File: config.mk
export PLATFORM = sky130hd
export DESIGN_NAME = debounce_bank
export DESIGN_NICKNAME = d
export VERILOG_FILES = /design/src/rtl/debounce_bank.sv
export SDC_FILE = /design/constraint.sdc
export NUM_CORES = 1
export LEC_CHECK = 0
export BUFFER_PORTS_ARGS = -buffer_cell sky130_fd_sc_hd__buf_4
export CAP_MARGIN = 30
export CORE_MARGIN = 5
export CORE_UTILIZATION = 60
export DETAILED_ROUTE_END_ITERATION = 8
export PLACE_DENSITY = 0.77
export SLEW_MARGIN = 20
export SYNTH_ARGS = -nofsm -noshare
export SYNTH_HDL_FRONTEND = slang
export SYNTH_SLANG_ARGS = --single-unit
File: constraint.sdc
create_clock -name clk -period 6.9 [get_ports clk]
set_input_delay 2.07 -clock clk [delete_from_list [all_inputs] [get_ports clk]]
set_output_delay 2.07 -clock clk [all_outputs]
set_load 0.1 [all_outputs]
File: src/rtl/debounce_bank.sv
// Multi-channel button debouncer with press/release pulses and typematic auto-repeat.
// Each channel: optional inversion, 2-FF synchroniser, debounce counter, repeat FSM.
module debounce_bank #(
  parameter int             N               = 4,
  parameter int             CTR_WIDTH       = 16,
  parameter logic [N-1:0]   ACTIVE_LOW_MASK = '0,
  parameter bit             REPEAT_EN       = 1'b1,
  parameter int             REPEAT_DELAY    = 2**22,
  parameter int             REPEAT_PERIOD   = 2**20
) (
  input  logic         clk,
  input  logic         rst_n,
  input  logic [N-1:0] noisy,
  output logic [N-1:0] clean,
  output logic [N-1:0] press_p,
  output logic [N-1:0] release_p,
  output logic [N-1:0] repeat_p
);

  localparam int RMAX = (REPEAT_DELAY > REPEAT_PERIOD) ? REPEAT_DELAY : REPEAT_PERIOD;
  localparam int RW   = (RMAX > 1) ? $clog2(RMAX) : 1;
  localparam logic [RW-1:0] DLY_LAST = RW'(REPEAT_DELAY - 1);
  localparam logic [RW-1:0] PER_LAST = RW'(REPEAT_PERIOD - 1);

  // state | meaning
  // IDLE  | button released, no repeat timing
  // HOLD  | accepted press, waiting REPEAT_DELAY for the first repeat
  // RPT   | repeating every REPEAT_PERIOD cycles
  typedef enum logic [1:0] {IDLE, HOLD, RPT} rpt_state_e;

  logic [N-1:0] s0, s1;

  always_ff @(posedge clk or negedge rst_n) begin
    if (!rst_n) begin
      s0 <= '0;
      s1 <= '0;
    end else begin
      s0 <= noisy ^ ACTIVE_LOW_MASK;
      s1 <= s0;
    end
  end

  for (genvar i = 0; i < N; i++) begin : g_ch
    logic [CTR_WIDTH-1:0] cnt_q;
    logic                 clean_q, press_q, rel_q, rpt_q;
    logic                 accept, rise, fall;
    rpt_state_e           state_q, state_d;
    logic [RW-1:0]        rcnt_q, rcnt_d;
    logic                 fire;

    assign accept = (s1[i] != clean_q) && (&cnt_q);
    assign rise   = accept & s1[i];
    assign fall   = accept & ~s1[i];

    always_ff @(posedge clk or negedge rst_n) begin
      if (!rst_n) begin
        cnt_q   <= '0;
        clean_q <= 1'b0;
        press_q <= 1'b0;
        rel_q   <= 1'b0;
      end else begin
        press_q <= rise;
        rel_q   <= fall;
        if (s1[i] == clean_q) begin
          cnt_q <= '0;
        end else if (accept) begin
          clean_q <= s1[i];
          cnt_q   <= '0;
        end else begin
          cnt_q <= cnt_q + 1'b1;
        end
      end
    end

    always_ff @(posedge clk or negedge rst_n) begin
      if (!rst_n) begin
        state_q <= IDLE;
        rcnt_q  <= '0;
        rpt_q   <= 1'b0;
      end else begin
        state_q <= state_d;
        rcnt_q  <= rcnt_d;
        rpt_q   <= fire;
      end
    end

    // An accepted fall wins over a repeat due on the same edge.
    always_comb begin
      state_d = state_q;
      rcnt_d  = rcnt_q;
      fire    = 1'b0;
      case (state_q)
        IDLE: begin
          if (rise) begin
            state_d = HOLD;
            rcnt_d  = '0;
          end
        end
        HOLD: begin
          if (fall) begin
            state_d = IDLE;
            rcnt_d  = '0;
          end else if (rcnt_q == DLY_LAST) begin
            if (REPEAT_EN) begin
              fire    = 1'b1;
              state_d = RPT;
              rcnt_d  = '0;
            end
          end else begin
            rcnt_d = rcnt_q + 1'b1;
          end
        end
        RPT: begin
          if (fall) begin
            state_d = IDLE;
            rcnt_d  = '0;
          end else if (rcnt_q == PER_LAST) begin
            fire   = 1'b1;
            rcnt_d = '0;
          end else begin
            rcnt_d = rcnt_q + 1'b1;
          end
        end
        default: begin
          state_d = IDLE;
          rcnt_d  = '0;
        end
      endcase
    end

    assign clean[i]     = clean_q;
    assign press_p[i]   = press_q;
    assign release_p[i] = rel_q;
    assign repeat_p[i]  = rpt_q;
  end

endmodule

==> results.json <==
{
  "die-area_sq_um": 19400,
  "final.min_clock_period_ns": 3.25,
  "cp_max_fo": 5,
  "maxCapViolations": 0,
  "diodes": 0,
  "ant_nets": 0,
  "grt_usage_pct": 20.4,
  "syn-num-nets": 1097,
  "crit_required_ns": 4.83,
  "tns_ns": 0,
  "postCtsResizedCells": 0,
  "crit_path_top_delay_cell": "dfrtp_1",
  "drt_wl_total_um": 19600,
  "synth_cell_types": 77,
  "synth_edf_count": 0,
  "max_freq_ghz": 0.308,
  "ir_drop_v": 0.000193,
  "ys_top_cells_by_count": "dfrtp_1 (184), nor2_1 (104), nand2_1 (101)",
  "synthCells": 1071,
  "dr_total_vias": 7924,
  "crit_type": "flop to output pin",
  "slew_headroom_pct": 32.3,
  "viasPerCell": 6.08,
  "yosysTopAreaCellShare_pct": 45.9,
  "p_comb_share_pct": 2.1,
  "num_rows": 47,
  "period_share_pct": 47.1,
  "cp-end-kind": "output pin",
  "clk_latency_ns": 0.43,
  "dp_worst_setup_slack_ns": 3.52,
  "final_area_sq_um": 10800,
  "power.share.clock_pct": 44.1,
  "routedWlPerCell_um": 15.0,
  "first_pass_iters": 5,
  "antenna_found_initial": 0,
  "ys.flop_type": "dfrtp_1",
  "cts_buffers": 17,
  "p_sw_uw": 466,
  "grt_pass1_wl_um": 34000,
  "path_cells": "buf_4",
  "netlist_top_cells_area": "dfrtp_1 (46%), nor2_1 (3.9%), nand2_1 (3.8%), nand3_1 (3.5%), nand4_1 (3.2%)",
  "ys_seq_area_share_pct": 45.9,
  "path_delay_family": "flip-flops",
  "cpPeakStageDelay_ns": 0.43,
  "synth_seq_cells": 184,
  "p_int_mw": 1.57,
  "drt_iter0_markers": 600,
  "worstPathArrival_ns": 1.18,
  "start_kind": "flop",
  "power.density_nw_per_um2": 188,
  "setup_ws_ns": 3.65,
  "cts_setup_buffers": 0,
  "crit_buf_inv": 1,
  "tightest_slew_ns": 1.01,
  "setup_viol": 0,
  "drive_gt1_share_pct": 10.4,
  "clockBufferDepth": 2,
  "p_sw_share_pct": 22.9,
  "status": "completed",
  "gp_congestion": 0.801,
  "p_leak_nw": 4.44,
  "grt_max_degree": 95,
  "synthToLayoutAreaGrowth_pct": 7.93,
  "io_buffers": 21,
  "maxSlewViolCount": 0,
  "pwr-share-seq_pct": 53.8,
  "placed_area_sq_um": 10300,
  "die_w_um": 139,
  "holdCritPathClass": "flop to flop",
  "hpwl_um": 12700,
  "ios": 22,
  "synth_area_leader_cell": "dfrtp_1",
  "synth.most_common_cell": "dfrtp_1",
  "die_h_um": 139,
  "avgSynthCellArea_sq_um": 9.37,
  "first_global_vias": 7479,
  "rsz0062_at_grt": "no",
  "synthesis.area_sq_um": 10000,
  "core_region_area_sq_um": 16500,
  "htree_levels": 4,
  "route.detailed.drc": 0,
  "root_buffer": "clkbuf_16",
  "start_util_pct": 60.9,
  "fin_skew_ns": 0.00888,
  "clk_pin_slew_worst_paths_ns": 0.07,
  "final_hold_viol_count": 0,
  "gr-total-overflow": 0,
  "cts_sinks": 184,
  "synth-async-reset-ratio_pct": 100,
  "yosysWarnings": 0,
  "totalPowerFinal_mw": 2.03,
  "cts-hold-fix-buffers": 0,
  "nets": 1097,
  "cts_tree": "done"
}
## flip-flops by register name (all words and copies together), names as in the netlist
register / flops
g_ch.rpt_q: 4
s1: 4
g_ch.rel_q: 4
g_ch.rcnt_q: 88
g_ch.state_q: 8
s0: 4
g_ch.cnt_q: 64
g_ch.clean_q: 4
g_ch.press_q: 4
## metrics by stage
step	util, %	instances	hold slack, ns
after floorplan	-	1071	0.331
after global placement	62.3	1269	0.333
after detailed placement	62.4	1270	0.340
after CTS	65.7	1302	0.357
after global routing	65.8	1304	0.366
final	65.8	1304	0.355
## layer usage
metal  wire (um)  part of all wire [%]  global-route usage (%)  vias to the layer above
met5           0                     0                       0                        -
met4         172                  0.88                    5.05                        0
met3         623                   3.2                    3.91                       18
met2        9300                    48                    33.9                      130
met1        9470                    48                    27.9                     3866
li1            -                     -                       -                     3910
## kinds of logic after synthesis
| family | synth area share, % |
|---|---|
| flip-flops | 45.9 |
| adder cells (fa/ha/maj) | 2.49 |
| XOR/XNOR | 4.89 |
| AND/OR/NAND/NOR | 24.8 |
| AO/OA/AOI/OAI | 16.3 |
| buffers and inverters | 4.99 |
| multiplexers | 0.674 |
## layout by cell type, fill, tap and decap left out, types with 13 or more instances in the layout
cell         n
a31oi_1     19
buf_4       33
dfrtp_1    184
ha_1        20
clkbuf_16   17
o21ai_0     40
nor2_1     104
nand4_1     52
and3_1      17
nand3_1     71
o211ai_1    13
xor2_1      31
nand2b_1    17
xnor2_1     25
nor3_1      18
or3_1       25
nand2_1    101
o22ai_1     26
inv_1       53
a21oi_1     16
a22oi_1     13
## area by class of cell
cell class / instances / area, sq um
Clock buffer: 18 / 439
Tap cell: 220 / 275
Clock inverter: 14 / 103
Multi-Input combinational cell: 779 / 4930
Fill cell: 1359 / 5640
Inverter: 53 / 199
Timing Repair Buffer: 36 / 274
Sequential cell: 184 / 4600
## final timing paths
check,from,end,cells past startpoint,slack [ns]
max,g_ch[3].clean_q$_DFFE_PN0P_,clean[3],1,3.65
min reg2reg,s0[1]$_DFF_PN0_,s1[1]$_DFF_PN0_,0,0.36
max in group asynchronous,rst_n,g_ch[2].state_q[0]$_DFFE_PN0P_,2,4.07
min,s0[1]$_DFF_PN0_,s1[1]$_DFF_PN0_,0,0.36
max reg2reg,g_ch[1].rcnt_q[0]$_DFFE_PN0P_,g_ch[1].rcnt_q[18]$_DFFE_PN0P_,6,4.13
min in group asynchronous,rst_n,g_ch[0].rcnt_q[21]$_DFFE_PN0P_,1,1.70
## power groups by stage
| stage | combinational (mW) | clock (mW) | sequential (mW) |
|---|---|---|---|
| after global placement | 0.0436 | 0 | 1.11 |
| final | 0.0421 | 0.897 | 1.09 |
| after CTS | 0.0446 | 0.915 | 1.09 |
| after detailed placement | 0.0444 | 0 | 1.11 |
| after floorplan | 0.0160 | 0 | 1.11 |
| after global routing | 0.0507 | 0.964 | 1.09 |
Power figures use the tool's default switching activity.
